$ cat config.mk
export PLATFORM = sky130hd
export DESIGN_NAME = div_unit
export DESIGN_NICKNAME = d
export VERILOG_FILES = /design/src/rtl/div_unit_pkg.sv /design/src/rtl/div_unit_step.sv /design/src/rtl/div_unit.sv
export SDC_FILE = /design/constraint.sdc
export NUM_CORES = 1
export LEC_CHECK = 0
export CORE_ASPECT_RATIO = 0.9
export CORE_MARGIN = 1
export CORE_UTILIZATION = 47
export CTS_BUF_LIST = sky130_fd_sc_hd__clkbuf_4 sky130_fd_sc_hd__clkbuf_8 sky130_fd_sc_hd__clkbuf_16
export DETAILED_ROUTE_END_ITERATION = 8
export PLACE_DENSITY = 0.69
export SYNTH_ARGS = -nofsm -noshare
export SYNTH_HDL_FRONTEND = slang
export SYNTH_SLANG_ARGS = --single-unit
export TNS_END_PERCENT = 50
$ cat constraint.sdc
create_clock -name clk -period 4.69 [get_ports clk]
set_input_delay 0.938 -clock clk [delete_from_list [all_inputs] [get_ports clk]]
set_output_delay 0.938 -clock clk [all_outputs]
set_load 0.1 [all_outputs]
$ cat src/rtl/div_unit_pkg.sv
// div_unit_pkg: shared constants and types for the execute-stage divider.
//   - operand width, iteration count and counter width
//   - divider state encodings
//   - DIV/DIVU funct codes used by the main decoder
//   - {HI, LO} result payload and sign helpers
package div_unit_pkg;

   localparam int unsigned DW       = 32;
   localparam int unsigned DIV_ITER = DW;
   localparam int unsigned CW       = $clog2(DIV_ITER);

   localparam logic [5:0] FUNCT_DIV  = 6'b011010;
   localparam logic [5:0] FUNCT_DIVU = 6'b011011;

   typedef enum logic [1:0] {
      DIV_IDLE = 2'd0,
      DIV_ZERO = 2'd1,
      DIV_ON   = 2'd2,
      DIV_END  = 2'd3
   } div_state_e;

   // HI carries the remainder, LO the quotient
   typedef struct packed {
      logic [DW-1:0] rem;
      logic [DW-1:0] quo;
   } div_result_t;

   // Two's-complement negate when en is set
   function automatic logic [DW-1:0] neg_if(input logic [DW-1:0] x, input logic en);
      return en ? DW'(~x + DW'(1)) : x;
   endfunction

   // Unsigned magnitude; 0x80000000 maps to 2^31, which fits the unsigned register
   function automatic logic [DW-1:0] abs_mag(input logic [DW-1:0] x, input logic is_signed);
      return neg_if(x, is_signed & x[DW-1]);
   endfunction

endpackage

$ cat src/rtl/div_unit_step.sv
// div_step: one combinational restoring-division iteration.
//   rem_i  : partial remainder (DW+1 bits)
//   dvs_i  : divisor magnitude
//   bit_i  : next dividend bit shifted in
//   rem_o  : updated partial remainder
//   qbit_o : quotient bit produced by this step
module div_step
   import div_unit_pkg::*;
(
   input  logic [DW:0]   rem_i,
   input  logic [DW-1:0] dvs_i,
   input  logic          bit_i,
   output logic [DW:0]   rem_o,
   output logic          qbit_o
);

   logic [DW+1:0] shifted;
   logic [DW+1:0] diff;

   // Extra top bit holds the borrow of the trial subtraction
   assign shifted = {rem_i, bit_i};
   assign diff    = shifted - {2'b00, dvs_i};
   assign qbit_o  = ~diff[DW+1];
   assign rem_o   = diff[DW+1] ? shifted[DW:0] : diff[DW:0];

endmodule

$ cat src/rtl/div_unit.sv
// div_unit: multi-cycle radix-2 restoring divider for DIV/DIVU in EX.
//   clk, resetn         : clock, asynchronous active-low reset
//   start, signed_div   : DIV/DIVU request (level) and signedness, sampled in IDLE
//   opdata1, opdata2    : dividend (rs) and divisor (rt), sampled in IDLE
//   annul               : flush/exception, aborts any operation
//   result              : {remainder (HI), quotient (LO)}, held between completions
//   ready               : one-cycle completion pulse
//   stall_div           : combinational stall request to the hazard unit
// Optional build macro DIV_EARLY_EXIT_EN: operations with |op1| < |op2| skip
// the iteration loop and complete with the divide-by-zero latency.
module div_unit
   import div_unit_pkg::*;
(
   input  logic            clk,
   input  logic            resetn,
   input  logic            start,
   input  logic            signed_div,
   input  logic [DW-1:0]   opdata1,
   input  logic [DW-1:0]   opdata2,
   input  logic            annul,
   output logic [2*DW-1:0] result,
   output logic            ready,
   output logic            stall_div
);

   div_state_e    state_q, state_d;
   logic [CW-1:0] cnt_q, cnt_d;
   logic [DW-1:0] dvd_q, dvd_d;
   logic [DW-1:0] dvs_q, dvs_d;
   logic [DW-1:0] quo_q, quo_d;
   logic [DW:0]   rem_q, rem_d;
   logic          negq_q, negq_d;
   logic          negr_q, negr_d;
   logic          early_q, early_d;
   div_result_t   result_q, result_d;
   logic          ready_q, ready_d;

   logic [DW-1:0] op1_mag, op2_mag;
   logic [DW:0]   step_rem;
   logic          step_qbit;
   logic [DW-1:0] step_quo;

   assign op1_mag  = abs_mag(opdata1, signed_div);
   assign op2_mag  = abs_mag(opdata2, signed_div);
   assign step_quo = DW'({quo_q, step_qbit});

   div_step u_step (
      .rem_i  (rem_q),
      .dvs_i  (dvs_q),
      .bit_i  (dvd_q[DW-1]),
      .rem_o  (step_rem),
      .qbit_o (step_qbit)
   );

   // Next-state, datapath and completion logic
   always_comb begin
      state_d  = state_q;
      cnt_d    = cnt_q;
      dvd_d    = dvd_q;
      dvs_d    = dvs_q;
      quo_d    = quo_q;
      rem_d    = rem_q;
      negq_d   = negq_q;
      negr_d   = negr_q;
      early_d  = early_q;
      result_d = result_q;
      ready_d  = 1'b0;

      unique case (state_q)
         DIV_IDLE: begin
            if (start && !annul) begin
               dvd_d   = op1_mag;
               dvs_d   = op2_mag;
               quo_d   = '0;
               rem_d   = '0;
               cnt_d   = '0;
               negq_d  = signed_div & (opdata1[DW-1] ^ opdata2[DW-1]);
               negr_d  = signed_div & opdata1[DW-1];
               early_d = 1'b0;
               if (opdata2 == '0) begin
                  // All-ones quotient must not be sign-fixed
                  negq_d  = 1'b0;
                  state_d = DIV_ZERO;
`ifdef DIV_EARLY_EXIT_EN
               end else if (op1_mag < op2_mag) begin
                  // Reuse the ZERO slot so both short paths share one latency
                  early_d = 1'b1;
                  state_d = DIV_ZERO;
`endif
               end else begin
                  state_d = DIV_ON;
               end
            end
         end

         DIV_ZERO: begin
            // Sign-fixed magnitude restores the original dividend as remainder
            result_d.rem = neg_if(dvd_q, negr_q);
            result_d.quo = early_q ? '0 : '1;
            ready_d      = 1'b1;
            state_d      = DIV_END;
         end

         DIV_ON: begin
            rem_d = step_rem;
            quo_d = step_quo;
            dvd_d = dvd_q << 1;
            cnt_d = CW'(cnt_q + 1'b1);
            if (cnt_q == CW'(DIV_ITER - 1)) begin
               // Final result registered on entry to END so ready is a flop
               result_d.rem = neg_if(step_rem[DW-1:0], negr_q);
               result_d.quo = neg_if(step_quo, negq_q);
               ready_d      = 1'b1;
               state_d      = DIV_END;
            end
         end

         DIV_END: begin
            state_d = DIV_IDLE;
         end

         default: begin
            state_d = DIV_IDLE;
         end
      endcase

      // Abort wins over everything, including a completion this edge
      if (annul) begin
         state_d  = DIV_IDLE;
         ready_d  = 1'b0;
         result_d = result_q;
      end
   end

   // State and datapath registers
   always_ff @(posedge clk or negedge resetn) begin
      if (!resetn) begin
         state_q  <= DIV_IDLE;
         cnt_q    <= '0;
         dvd_q    <= '0;
         dvs_q    <= '0;
         quo_q    <= '0;
         rem_q    <= '0;
         negq_q   <= 1'b0;
         negr_q   <= 1'b0;
         early_q  <= 1'b0;
         result_q <= '0;
         ready_q  <= 1'b0;
      end else begin
         state_q  <= state_d;
         cnt_q    <= cnt_d;
         dvd_q    <= dvd_d;
         dvs_q    <= dvs_d;
         quo_q    <= quo_d;
         rem_q    <= rem_d;
         negq_q   <= negq_d;
         negr_q   <= negr_d;
         early_q  <= early_d;
         result_q <= result_d;
         ready_q  <= ready_d;
      end
   end

   assign result    = result_q;
   assign ready     = ready_q;
   assign stall_div = start & ~ready_q;

endmodule

# Yosys cells after proc, flatten, opt, wreduce, memory -nomap -nowiden
# Index checks and enable logic that the tools add are counted.
[word_totals]
out_inout_bits = 66
ram_bits = 0
latchBits = 0
mem_count = 0
inputBits = 69
ff_bits = 202
rom_bits = 0
elab_cells = 74
[op_classes]
add_sub_neg = 7
n_eq_ne = 8
n_lt_le_gt_ge = 0
muxes = 25
bitwise = 13
multipliers = 0
reduce_logical = 10
div = 0
shift = 0
[ops]
columns = ["cell", "n"]
rows = [
  ["two-way mux 32 bit", 6],
  ["adder 32 x 1 -> 32 bit (second input constant)", 5],
  ["inverter 32 bit", 5],
  ["one-hot mux 64 bit (2 select lines)", 1],
  ["two-way mux 33 bit", 2],
  ["one-hot mux 33 bit (2 select lines)", 1],
  ["two-way mux 64 bit", 1],
  ["one-hot mux 32 bit (2 select lines)", 1],
  ["one-hot mux 31 bit (2 select lines)", 1],
  ["subtractor 34 x 32 -> 34 bit", 1],
  ["zero test 32 bit", 1],
  ["two-way mux 31 bit", 1],
  ["one-hot mux 5 bit (2 select lines)", 1],
  ["two-way mux 2 bit", 4],
  ["one-hot mux 2 bit (4 select lines)", 1],
  ["!= test 3 bit (second input constant)", 2],
  ["AND reduction 2 bit", 3],
  ["adder 5 x 1 -> 5 bit (second input constant)", 1],
  ["== test 5 bit (second input constant)", 1],
  ["two-way mux 5 bit", 1],
  ["bitwise AND 1 bit", 4],
  ["== test 2 bit (second input constant)", 2],
  ["!= test 2 bit (second input constant)", 2],
  ["nonzero test 2 bit", 2],
  ["other kinds (9)", 13],
]

# Logic depth before layout (Yosys ltp)
# Gate-level depths: netlist (run 1).
[logic_depth]
ltp_word = 7
depth_mapped = 24

# Cells and area by module
# A second synthesis (run 1) with hierarchy kept.
[unflattened]
cells_unflattened = 1664
hier_area_um2 = 13653.1
[modules_own_cells]
columns = ["mod", "cells_each", "n_inst", "area_each_um2"]
rows = [
  ["div_unit", 1336, 1, 11482.3],
  ["div_step", 328, 1, 2170.8],
]

# Least setup slack after synthesis (run 1)
# Ideal clock, no wire load.
[synth_path]
path_kind = "register -> register"
startpoint = "register rem_q[11]"
endpoint = "register result_q (netlist bit result[56])"
path_stages_with_launch = 24
path_buffers = 4
arrival_time_ns = 4.423
setup_ns = 0.078
t_required_ns = 4.612
setup_slack_ns = 0.189
cell_sequence = "dfrtp_1 ha_1 buf_6 a21oi_2 o211ai_1 a221o_1 o31a_1 o211a_1 buf_6 inv_6 buf_2 buf_2 nor2_1 a21oi_1 ha_1 nand2_1 a21oi_1 nor4b_1 and4_1 a2bb2o_1 o41ai_2 xnor2_1 nand2_1 a21oi_1"
[synth_between]
elab_chain_cells = 7
[synth_rtl]
columns = ["item", "line", "rtl"]
rows = [
  ["start: declaration", "div_unit.sv:31", "logic [DW:0] rem_q, rem_d;"],
  ["start signal: assignment", "div_unit.sv:155", "rem_q <= rem_d;"],
  ["subtractor 34 x 32 -> 34 bit", "div_unit_step.sv:22", "assign diff = shifted - {2'b00, dvs_i};"],
  ["two-way mux 33 bit *", "div_unit_step.sv:24", "assign rem_o = diff[DW+1] ? shifted[DW:0] : diff[DW:0];"],
  ["inverter 32 bit", "div_unit_pkg.sv:30", "return en ? DW'(~x + DW'(1)) : x;"],
  ["adder 32 x 1 -> 32 bit", "div_unit_pkg.sv:30", ""],
  ["two-way mux 32 bit *", "div_unit_pkg.sv:30", ""],
  ["two-way mux 64 bit *", "div_unit.sv:109", "if (cnt_q == CW'(DIV_ITER - 1)) begin"],
  ["one-hot mux 64 bit (2 select lines) *", "div_unit.sv:69", "unique case (state_q)"],
  ["end signal: assignment", "div_unit.sv:159", "result_q <= result_d;"],
  ["end: declaration", "div_unit.sv:35", "div_result_t result_q, result_d;"],
]
# Mark *: on every way between the ends. The rest lies on a longest branch, timed or not. The select of a mux whose other input is x is not followed.
# A chain may end at the register's enable or synchronous reset.

# Final worst setup path (run 1)
[layout_path]
startpoint = "register rem_q[0]"
endpoint = "register result_q (netlist bit result[56])"
# Same word-level chain as after synthesis.

==> results of run 1 <==
-- worst max path at each step --
stage,startpoint,endpoint,slack (ns),cells after the start
2_1_floorplan,rem_q[11],result[56],0.19,23
3_3_place_gp,rem_q[11],result[56],0.27,18
3_5_place_dp,rem_q[11],result[56],0.19,18
4_1_cts,rem_q[11],result[56],0.17,18
5_1_grt,dvs_q[1],result[56],-0.03,19
6_report,rem_q[0],result[56],0.19,18
-- through the flow --
step | hold slack, ns | setup slack [ns]
floorplan | 0.445 | 0.189
global placement | 0.462 | 0.270
detailed placement | 0.469 | 0.187
CTS | 0.485 | 0.170
global route | 0.500 | -0.0252
finish | 0.482 | 0.188
-- state kept, by name, summed over array words and instances, names as in the netlist --
register	count
cnt_q	5
negr_q	1
state_q	2
negq_q	1
result	64
ready	1
quo_q	31
dvd_q	32
dvs_q	32
rem_q	33
-- cell usage after synthesis (all sizes together), types with 6 or more instances --
library cell,number
a211oi,10
a21o,12
a21oi,184
a22o,7
a31oi,13
and2,16
and3,6
buf,30
clkbuf,66
dfrtp,202
ha,43
inv,62
mux2i,31
nand2,258
nand2b,10
nand3,53
nand4,10
nor2,161
nor2b,6
nor3,41
nor4,23
o211ai,12
o21ai,172
o22ai,10
o31ai,34
o41ai,19
or3,21
or4,18
xnor2,63
xor2,99
-- report_power, final --
| part | switching [W] | total (W) | internal [W] |
|---|---|---|---|
| Sequential | 0.000606 | 0.00290 | 0.00230 |
| Combinational | 0.00616 | 0.00939 | 0.00323 |
| Clock | 0.000749 | 0.00185 | 0.00110 |
-- critical path, delay by kind of cell, from the launching register on --
family	cells	cell delay (ns)
flops	1	0.45
fa+ha+maj	2	0.49
compound gates	8	2.26
simple gates	5	0.73
xor+xnor	1	0.16
mux	1	0.24
buf+inv	1	0.11
-- metal layers --
metal / vias up / GRT usage / share of wire
met5: - / 0 / 0
met4: 0 / 0.0895 / 0.036
met3: 84 / 0.0429 / 0.056
met2: 392 / 0.429 / 0.46
met1: 6414 / 0.360 / 0.44
li1: 6517 / - / -
-- final cells by class --
type                    count  area, um^2  share of cell area
diodes                      1        2.50            0.000149
multi-input cells        1411        8600               0.511
flip-flops and latches    202        5060               0.300
clock inverters             7         103             0.00609
clock buffers              32         662              0.0393
well taps                 396         495              0.0294
inverters                  63         241              0.0143
repair buffers            179        1680              0.0998
-- kinds of logic after synthesis --
| group | after synthesis |
|---|---|
| AND/OR/NAND/NOR | 643 |
| AO/OA/AOI/OAI | 528 |
| flip-flops | 202 |
| XOR/XNOR | 162 |
| buffers and inverters | 159 |
| adder cells (fa/ha/maj) | 44 |
| multiplexers | 34 |
-- timing repair --
| item | in CTS | in global routing |
|---|---|---|
| resized for setup | 0 | 22 |
| setup endpoints to repair | 0 | 8 |
| buffers inserted | 0 | 3 |
==> key figures, run 1 <==
Logic synthesis
  • Synth Instances: 1772
  • Post-synthesis adder-cell area fraction: 0.0393
  • Post-synth EDFFs: 0
  • Post-synthesis mux area share: 0.0250
  • Post-synthesis sequential area ratio: 0.356
  • Simple-gate share of the synthesized area: 0.206
  • Warnings from Yosys: 0
  • Asr flop ratio synth: 1.00
  • Post-Syn Nets: 1885
  • Synthesized cell area: 14200 um^2
  • Synth area leaders: dfrtp_1 (36%), nand2_1 (6.8%), a21oi_1 (6.4%)
  • Synth top area share: 0.356
  • Netlist cell types: 84
  • Synth Area in XOR/XNOR: 0.100
  • Seq cells post-synth: 202
  • Synth Area in Compound Gates: 0.228
  • Post-synth top area cell: dfrtp_1
  • Synth Flop Type: dfrtp_1
  • Largest family of logic cells by synthesized area: compound AO/OA/AOI/OAI gates
  • Synthesized area per cell: 8.01 um^2

GRT
  • Vias in the first global route: 12706
  • Global-route wire length before repair: 66000 um
  • Initial antenna violation count: 1
  • Total congestion overflow: 0
  • GRT Util Overall: 0.266
  • Largest net degree at the start of global routing: 93

Drt
  • Total routed wirelength: 40600 um
  • DRC Markers: 0
  • Routed len/inst: 17.7 um
  • Routed Antenna Nets: 0
  • Initial DRC Count: 899
  • Router iterations before antenna repair: 5
  • Vias per cell: 5.85
  • Via Count: 13407

Placed design
  • Final HPWL DP: 30000 um
  • Port bufs: 134
  • Area after DPL: 16000 um^2
  • Placed cells: 2248
  • GPL Wtd Cong: 1.01

STA
  • Period utilisation layout: 0.960
  • Worst Skew: 0.0135 ns
  • Final setup fails: 0
  • Final Hold Viols: 0
  • Setup TNS: 0 ns
  • Slew @ Worst Pin: 1.15 ns
  • Final min period: 4.50 ns
  • Worst slew margin: 0.230
  • Fin. max-slew vios: 0
  • Fmax: 0.222 GHz

Worst setup path
  • CP Max Fanout: 7
  • Slowest cell on crit path: dfrtp_2
  • Reg2Reg Capture Point: result[56]
  • Worst r2r path cells: 18
  • Critical Path AT: 4.97 ns
  • CP Launch Type: register
  • WP data required: 5.16 ns
  • Worst setup EP type: register
  • Worst r2r src: rem_q[0]
  • Delay of the slowest critical-path stage: 0.45 ns
  • Worst path cell trace: ha_1 > nor2b_1 > o31a_1 > o211a_1 > o31a_1 > o211a_2 > inv_6 > mux2i_4 > ha_2 > nand2_1 > a21oi_2 > nor4b_4 > and4_1 > a2bb2o_2 > o41ai_2 > xnor2_1 > nand2_1 > a21oi_2
  • WS Path Type: register to register
  • Reg2Reg Setup Slack: 0.19 ns

CTS
  • Worst-Skew Late Latency: 0.54 ns
  • Clk buf depth: 3
  • TritonCTS clock tree: done
  • # hold bufs at CTS: 0
  • TritonCTS Buffers: 23
  • Htree depth: 1
  • CTS sink cnt: 202
  • Root Buffer: clkbuf_16
  • Worst-path clk slew: 0.06 ns

Floorplan
  • Die height: 167 um
  • Cell Rows: 59
  • Top Ports: 135
  • Die W: 185 um
  • Initial Utilization: 0.484
  • Core ar.: 29300 um^2
  • Die Footprint: 30900 um^2

Cells and area
  • Fill count: 2724
  • Non-Filler Instances: 2291
  • Layout Utilization: 0.575
  • Layout area overhead: 18.7%
  • Most common cell after layout, fill and taps aside: nand2_1
  • Nets: 1993
  • Fin area: 16800 um^2
  • Ratio of cells with drive above 1 in the final layout: 0.0707
  • Most frequent cells in the layout: nand2_1 (258), dfrtp_1 (200), a21oi_1 (175)

Min path
  • Hold Path Class: register to register
  • Hold Path Depth: 2
  • Worst Hold Launch: dvs_q[14]
  • Worst Hold Path EP: dvs_q[14]

Power and ir drop
  • Pwr Total: 0.0141 W
  • Leakage: 7.21 nW
  • Worst vdd ir: 0.000781 V
  • Power density cells: 840 nW/um^2

Flow run
  • Max cap viols: 0

Outcome
  • Outcome: completed
Note: power is estimated with default switching activity, not from simulation.
==> run 2: changes to the inputs <==
CTS_CLUSTER_DIAMETER = 50   (was unset)
TNS_END_PERCENT = 5   (was 50)
==> run 2 against run 1 <==
Net effect: power is 2.2% higher; global-route usage hardly changed; count of clock-buffer cells in the layout rose by 4; via count increased by 0.13%; combinational power is essentially flat; first-iteration DRC count fell by 3.7%; largest power group unchanged.
==> key figures, run 2 (synthesized netlist as in run 1, its figures left out) <==
Drt
  • Via Count: 13424
  • Total routed wirelength: 40500 um
  • DRC Markers: 0
  • Routed Antenna Nets: 0
  • Routed len/inst: 17.6 um
  • Initial DRC Count: 866
  • Vias per cell: 5.83
  • Router iterations before antenna repair: 5

Floorplan
  • Die height: 167 um
  • Cell Rows: 59
  • Initial Utilization: 0.484
  • Die W: 185 um
  • Core ar.: 29300 um^2
  • Die Footprint: 30900 um^2
  • Top Ports: 135

STA
  • Worst slew margin: 0.250
  • Final Hold Viols: 0
  • Final setup fails: 0
  • Final min period: 4.53 ns
  • Slew @ Worst Pin: 1.12 ns
  • Fmax: 0.221 GHz
  • Hold_ws: 0.455 ns
  • Period utilisation layout: 0.965
  • Setup TNS: 0 ns
  • Worst Skew: 0.0200 ns
  • Fin. max-slew vios: 0

Worst setup path
  • CP Launch Type: register
  • Reg2Reg Capture Point: result[56]
  • CP startpoint: rem_q[0]
  • Top delay family on crit path: compound AO/OA/AOI/OAI gates
  • Slowest cell on crit path: dfrtp_2
  • Worst r2r src: rem_q[0]
  • Worst setup EP type: register
  • Critical Path AT: 5.01 ns
  • Buffers and inverters on the worst path: 1
  • WS Path Type: register to register
  • WP data required: 5.17 ns
  • Reg2Reg Setup Slack: 0.16 ns
  • Worst r2r path cells: 18
  • CP Max Fanout: 7
  • Delay of the slowest critical-path stage: 0.45 ns
  • Worst path cell trace: ha_1 > nor2b_1 > o31a_1 > o211a_1 > o31a_1 > o211a_2 > inv_6 > mux2i_4 > ha_2 > nand2_1 > a21oi_2 > nor4b_4 > and4_1 > a2bb2o_2 > o41ai_2 > xnor2_1 > nand2_1 > a21oi_2

CTS
  • TritonCTS Buffers: 27
  • # hold bufs at CTS: 0
  • CTS sink cnt: 202
  • Worst-Skew Late Latency: 0.56 ns
  • Root Buffer: clkbuf_16
  • Htree depth: 1
  • TritonCTS clock tree: done
  • Worst-path clk slew: 0.06 ns
  • Clk buf depth: 3

GRT
  • GRT Util Overall: 0.266
  • Largest net degree at the start of global routing: 93
  • Total congestion overflow: 0
  • Global-route wire length before repair: 66100 um
  • Vias in the first global route: 12806
  • Initial antenna violation count: 1

Power and ir drop
  • Worst vdd ir: 0.000804 V
  • Leakage: 7.30 nW
  • Pwr Total: 0.0145 W
  • Power density cells: 849 nW/um^2

Flow run
  • Max cap viols: 0

Cells and area
  • Fin area: 17000 um^2
  • Layout area overhead: 19.9%
  • Largest register FFs: 64
  • Nets: 1997
  • Fill count: 2701
  • Layout Utilization: 0.581
  • Most common cell after layout, fill and taps aside: nand2_1
  • Ratio of cells with drive above 1 in the final layout: 0.0756
  • Most frequent cells in the layout: nand2_1 (258), dfrtp_1 (200), a21oi_1 (175)

Outcome
  • Outcome: completed

Placed design
  • Final HPWL DP: 30000 um
  • Port bufs: 134
  • GPL Wtd Cong: 1.01
  • Area after DPL: 16000 um^2

Min path
  • Hold Path Class: primary input to async pin
run 2: cell count changes in the layout (fill, tap and decap cells not counted):
cell / before / now
bufinv_16: 2 / 3
clkbuf_16: 23 / 27
inv_6: 1 / 6
run 2: routing by layer:
metal | up-vias | GRT usage | share of wire
li1 | 6519 | - | -
met1 | 6420 | 0.358 | 0.45
met2 | 397 | 0.430 | 0.46
met3 | 88 | 0.0448 | 0.054
met4 | 0 | 0.0913 | 0.037
met5 | - | 0 | 0
run 2: final cells by class:
cell class | count | area [um^2] | area share
inverter | 63 | 241 | 0.0142
antenna | 1 | 2.50 | 0.000147
clock inverter | 13 | 176 | 0.0104
multi-input combinational | 1411 | 8600 | 0.505
clock buffer | 36 | 762 | 0.0448
tap | 396 | 495 | 0.0291
timing repair buffer | 179 | 1680 | 0.0987
sequential | 202 | 5060 | 0.297
run 2: worst max-delay path by stage:
stage | cells after the start | endpoint | slack (ns)
after global placement | 18 | result[56] | 0.27
after floorplan | 23 | result[56] | 0.19
final | 18 | result[56] | 0.16
after detailed placement | 18 | result[56] | 0.19
after CTS | 18 | result[56] | 0.18
after global routing | 19 | result[56] | -0.03
run 2: power by group:
| part | internal, W | switching (W) | total (W) | leakage, nW |
|---|---|---|---|---|
| registers | 0.00230 | 0.000606 | 0.00290 | 2.46 |
| clock network | 0.00132 | 0.000824 | 0.00214 | 0.469 |
| logic | 0.00323 | 0.00617 | 0.00941 | 4.37 |
| total | 0.00685 | 0.00760 | 0.0145 | 7.30 |
run 2: per-stage QoR:
step / instances / setup slack (ns)
after floorplan: 1772 / 0.189
after global placement: 2248 / 0.270
after detailed placement: 2248 / 0.187
after CTS: 2297 / 0.180
after global routing: 2300 / -0.0276
final: 2301 / 0.165
run 2: worst register-to-register path, cell delays in order, from the launching register on:
cell      delay, ns
dfrtp_2        0.45
ha_1           0.28
nor2b_1        0.16
o31a_1         0.36
o211a_1        0.29
o31a_1         0.31
o211a_2        0.31
inv_6          0.11
mux2i_4        0.24
ha_2           0.21
nand2_1        0.06
a21oi_2        0.17
nor4b_4        0.23
and4_1         0.21
a2bb2o_2       0.30
o41ai_2        0.36
xnor2_1        0.16
nand2_1        0.09
a21oi_2        0.17
run 2: repair_timing:
item                                    4_1_cts  5_1_grt
endpoints found under the setup margin        0        5
setup buffers                                 0        3
resized for setup                             0       22
